`src/rtl/jk_bank_arbiter.sv`:
```
`default_nettype none
// ============================================================================
//  Module   : jk_bank_arbiter
//  Purpose  : Round-robin arbitration of NREQ requesters onto one shared
//             WIDTH-bit bank of JK flip-flops. The winning requester's
//             {J,K} command and per-bit mask are latched at grant. They are
//             applied one cycle later, and the requester is acknowledged
//             with a one-cycle ACK pulse.
//  Revision : 1.0 - initial release
// ============================================================================
module jk_bank_arbiter #(
    parameter int NREQ  = 4,
    parameter int WIDTH = 8
) (
    input  logic                   CLK,
    input  logic                   RST,
    input  logic [NREQ-1:0]        REQ,
    input  logic [2*NREQ-1:0]      CMD,
    input  logic [WIDTH*NREQ-1:0]  MASK,
    output logic [NREQ-1:0]        GNT,
    output logic [NREQ-1:0]        ACK,
    output logic                   BUSY,
    output logic [WIDTH-1:0]       Q,
    output logic [WIDTH-1:0]       Q_bar
);

    localparam int c_PW = (NREQ > 1) ? $clog2(NREQ) : 1;

    localparam logic [1:0] c_S_IDLE  = 2'd0;
    localparam logic [1:0] c_S_GRANT = 2'd1;
    localparam logic [1:0] c_S_DONE  = 2'd2;

    logic [1:0]       r_state;
    logic [c_PW-1:0]  r_ptr;
    logic [NREQ-1:0]  r_gnt;
    logic [NREQ-1:0]  r_ack;
    logic             r_busy;
    logic [WIDTH-1:0] r_q;
    logic [1:0]       r_cmd;
    logic [WIDTH-1:0] r_mask;

    logic [1:0]       w_state_nxt;
    logic [NREQ-1:0]  w_gnt_nxt;
    logic [NREQ-1:0]  w_ack_nxt;
    logic             w_busy_nxt;
    logic             w_latch;
    logic             w_apply;
    logic             w_found;
    logic [c_PW-1:0]  w_win;
    logic [c_PW:0]    w_idx;
    logic [c_PW-1:0]  w_ptr_nxt;
    logic [WIDTH-1:0] w_q_nxt;

    // Round-robin search: the candidate closest to the pointer (with wrap) wins.
    // Scanning from the farthest offset down lets the nearest hit overwrite.
    always_comb begin
        w_found = 1'b0;
        w_win   = '0;
        w_idx   = '0;
        for (int k = NREQ - 1; k >= 0; k--) begin
            w_idx = {1'b0, r_ptr} + (c_PW+1)'(k);
            if (w_idx >= (c_PW+1)'(NREQ)) begin
                w_idx = w_idx - (c_PW+1)'(NREQ);
            end
            if (REQ[w_idx[c_PW-1:0]]) begin
                w_found = 1'b1;
                w_win   = w_idx[c_PW-1:0];
            end
        end
        w_ptr_nxt = (w_win == c_PW'(NREQ - 1)) ? '0 : w_win + 1'b1;
    end

    // Per-bit JK update of the bank using the latched command and mask.
    always_comb begin
        w_q_nxt = r_q;
        for (int b = 0; b < WIDTH; b++) begin
            if (r_mask[b]) begin
                case (r_cmd)
                    2'b01:   w_q_nxt[b] = 1'b0;
                    2'b10:   w_q_nxt[b] = 1'b1;
                    2'b11:   w_q_nxt[b] = ~r_q[b];
                    default: w_q_nxt[b] = r_q[b];
                endcase
            end
        end
    end

    // Sequencer next-state and registered-output values.
    always_comb begin
        w_state_nxt = r_state;
        w_gnt_nxt   = r_gnt;
        w_ack_nxt   = '0;
        w_busy_nxt  = r_busy;
        w_latch     = 1'b0;
        w_apply     = 1'b0;
        case (r_state)
            c_S_IDLE: begin
                w_gnt_nxt  = '0;
                w_busy_nxt = 1'b0;
                if (w_found) begin
                    w_state_nxt = c_S_GRANT;
                    w_gnt_nxt   = NREQ'(1) << w_win;
                    w_busy_nxt  = 1'b1;
                    w_latch     = 1'b1;
                end
            end
            c_S_GRANT: begin
                w_state_nxt = c_S_DONE;
                w_gnt_nxt   = '0;
                w_ack_nxt   = r_gnt;
                w_busy_nxt  = 1'b1;
                w_apply     = 1'b1;
            end
            c_S_DONE: begin
                w_state_nxt = c_S_IDLE;
                w_gnt_nxt   = '0;
                w_busy_nxt  = 1'b0;
            end
            default: begin
                w_state_nxt = c_S_IDLE;
                w_gnt_nxt   = '0;
                w_busy_nxt  = 1'b0;
            end
        endcase
    end

    // State, outputs, pointer, latched command and bank registers.
    always_ff @(posedge CLK) begin
        if (RST) begin
            r_state <= c_S_IDLE;
            r_ptr   <= '0;
            r_gnt   <= '0;
            r_ack   <= '0;
            r_busy  <= 1'b0;
            r_q     <= '0;
            r_cmd   <= 2'b00;
            r_mask  <= '0;
        end else begin
            r_state <= w_state_nxt;
            r_gnt   <= w_gnt_nxt;
            r_ack   <= w_ack_nxt;
            r_busy  <= w_busy_nxt;
            if (w_latch) begin
                r_ptr  <= w_ptr_nxt;
                r_cmd  <= CMD[2*w_win +: 2];
                r_mask <= MASK[WIDTH*w_win +: WIDTH];
            end
            if (w_apply) begin
                r_q <= w_q_nxt;
            end
        end
    end

    assign GNT   = r_gnt;
    assign ACK   = r_ack;
    assign BUSY  = r_busy;
    assign Q     = r_q;
    // The complement is taken combinationally so that it never lags Q.
    assign Q_bar = ~r_q;

endmodule
`default_nettype wire

```
`config.mk`:
```
export PLATFORM = sky130hd
export DESIGN_NAME = jk_bank_arbiter
export DESIGN_NICKNAME = d
export VERILOG_FILES = /design/src/rtl/jk_bank_arbiter.sv
export SDC_FILE = /design/constraint.sdc
export NUM_CORES = 1
export LEC_CHECK = 0
export CAP_MARGIN = 10
export CELL_PAD_IN_SITES_DETAIL_PLACEMENT = 1
export CELL_PAD_IN_SITES_GLOBAL_PLACEMENT = 1
export CORE_MARGIN = 2
export CORE_UTILIZATION = 31
export CTS_CLUSTER_SIZE = 20
export DETAILED_ROUTE_END_ITERATION = 8
export PLACE_DENSITY = 0.84
export SKIP_LAST_GASP = 1
export SLEW_MARGIN = 10
export SYNTH_ARGS = -nofsm -noshare
export SYNTH_HDL_FRONTEND = slang
export SYNTH_SLANG_ARGS = --single-unit
```
`constraint.sdc`:
```
create_clock -name CLK -period 3 [get_ports CLK]
set_clock_uncertainty 0.2 [all_clocks]
set_input_delay 0.6 -clock CLK [delete_from_list [all_inputs] [get_ports CLK]]
set_output_delay 0.6 -clock CLK [all_outputs]
set_load 0.01 [all_outputs]
```
==> flow_metrics.tcl <==
set metrics [dict create \
    area.sequential_um2 621 \
    clock_latency_ns 0.28 \
    postPlaceCellArea_um2 2240 \
    ant_nets 0 \
    syn2layout_area_growth_pct 56.4 \
    final_cell_mix "clkdlybuf4s50_1, dfxtp_1, nor2_1" \
    whs_ns 0.256 \
    synth_cell_types 31 \
    critPathMaxFanout 13 \
    synth.top_cell.area_share 0.418 \
    relSlewSlack 0.526 \
    final_area_um2 2320 \
    grt_start_max_net_pins 22 \
    maxSlewViolCount 0 \
    synth_area_leaders "dfxtp_1, mux2i_1, o211ai_1" \
    syn_area_per_cell_um2 8.74 \
    fin_util 0.499 \
    cts_tree "done" \
    crit_path_end "r_mask[4]" \
    die_w_um 73.2 \
    nets 288 \
    min_period_ns 2.53 \
    wl_met3_um 176 \
    setup_ws_ns 0.468 \
    tns_ns 0 \
    pre_cts_slack_ns 0.160 \
    vias 1504 \
    pwr_density_cell_nw_per_um2 472 \
    clkTransAtPathRegs_ns 0.06 \
    yosys_register_bits 31 \
    place.gp.congestion 0.743 \
    grtUsageTotal 0.177 \
    r2r-start "r_ptr[0]" \
    hold_path_class "register to register" \
    synthArstFlopShare 0 \
    synth_edf_count 0 \
    drtPass1Iterations 4 \
    criticalPathCategory "input port to register" \
    overflow 0 \
    r2r_slack_ns 0.95 \
    n_antenna_cell 0 \
    coreArea_um2 4660 \
    start_util 0.319 \
    rr_worst_depth 5 \
    vias_per_cell 5.08 \
    worstPathArrival_ns 2.47 \
    cts_htree_levels 2 \
    final_cell_count_no_fill 296 \
    cp-end-kind "register" \
    total_power_mw 1.10 \
    drt_iter0_markers 54 \
    fp.dieH_um 73.2 \
    clock.fmax_mhz 395 \
    grt_first_pass_wirelength_um 7280 \
    clock_path_buffers 2 \
    antenna_found_initial 0 \
    peakVddDrop_mv 0.174 \
    drc 0 \
    drive_above_1_share 0.0744 \
    required_ns 2.94 \
    die_area_um2 5360 \
    final_common_cell "clkdlybuf4s50_1" \
    grt_pass1_vias 1507 \
    crit_start "REQ[2]" \
    route.met2.wl_um 2280 \
    layout_worst_path_cycle_share 0.844 \
    cts_resized 0 \
    routed.top_layer "met4" \
    outcome "completed" \
    worstSetupStartpointType "input port" \
    io_buffers 70 \
    multiInputGateArea_um2 772 \
    syn_area_um2 1490 \
    r2r_end "r_ptr[1]" \
    cts_sinks 31 \
    p_leak_nw 0.886 \
    netlist_instances 170 \
    io_pins 71 \
    setup_viol 0 \
    synth.net_count 216 \
    dpl.hpwl_um 3520 \
    tightestPinTransition_ns 0.711 \
    cts_buffers 5 \
    cts-root-buf "clkbuf_8" \
    wirelength_met1_um 1990 \
    fill_cells 558 \
    netlist.top_cell.by_area "dfxtp_1" \
    rsz0062_at_grt "no" \
    wl_um 4560 \
    row_count 25 \
    synthFlopType "dfxtp_1" \
    yosys_warnings 0 \
    dp_cells 289 \
    post-cts-setup-buffers 0 \
    ys_seq_area_frac 0.418 \
    wl_per_cell_um 15.4 \
    drv_cap 0 \
    holdBufCountCts 0 \
    hold_viol_final 0 \
]
==> Yosys cell counts (6+ instances only) <==
| library cell | n |
|---|---|
| clkbuf_1 | 6 |
| o211ai_1 | 10 |
| inv_1 | 10 |
| nand2_1 | 12 |
| a21boi_0 | 8 |
| o21ai_1 | 8 |
| and2_1 | 7 |
| mux2i_1 | 10 |
| a31oi_1 | 7 |
| dfxtp_1 | 31 |
| and3_1 | 10 |
| a21oi_1 | 9 |
| nor2_1 | 13 |
==> state kept, by name, indices dropped and copies added, names as in the netlist <==
signal,cells
Q,8
r_mask,8
ACK,4
GNT,4
r_cmd,2
r_ptr,2
r_state,2
BUSY,1
==> layer usage <==
layer,vias up,GRT usage
met1,695,0.222
met5,-,0
met3,10,0.0359
met4,0,0.0658
li1,742,-
met2,57,0.297
==> layout make-up <==
cell class,count,area share
tap,54,0.0291
inverter,10,0.0162
timing repair buffer,75,0.318
multi-input combinational,119,0.332
clock inverter,1,0.00215
sequential,31,0.267
clock buffer,6,0.0355
==> power by group <==
| part | internal, mW | leakage [nW] | switching, mW | total [mW] |
|---|---|---|---|---|
| Clock | 0.180 | 0.0470 | 0.143 | 0.323 |
| Combinational | 0.153 | 0.586 | 0.132 | 0.285 |
| Sequential | 0.454 | 0.254 | 0.0344 | 0.488 |
| Total | 0.786 | 0.886 | 0.309 | 1.10 |
==> cell families after synthesis <==
logic type	synth area share
multiplexers	0.0674
buffers and inverters	0.0623
AND/OR/NAND/NOR	0.214
XOR/XNOR	0.00590
flip-flops	0.418
AO/OA/AOI/OAI	0.233
==> worst min-delay path by stage <==
stage	slack [ns]	from	cells past startpoint	end
2_1_floorplan	0.23	r_cmd[0]	2	r_cmd[0]
3_3_place_gp	0.25	GNT[3]	1	ACK[3]
3_5_place_dp	0.24	GNT[2]	1	ACK[2]
4_1_cts	0.26	GNT[0]	1	ACK[0]
5_1_grt	0.28	GNT[0]	1	ACK[0]
6_report	0.26	GNT[0]	1	ACK[0]
==> worst max-delay path, cell delays in order <==
cell,delay (ns)
clkdlybuf4s50_1,0.54
and2b_1,0.17
a311o_1,0.14
and2_1,0.60
mux2i_1,0.30
o211ai_1,0.11
Note: power is estimated with default switching activity, not from simulation.
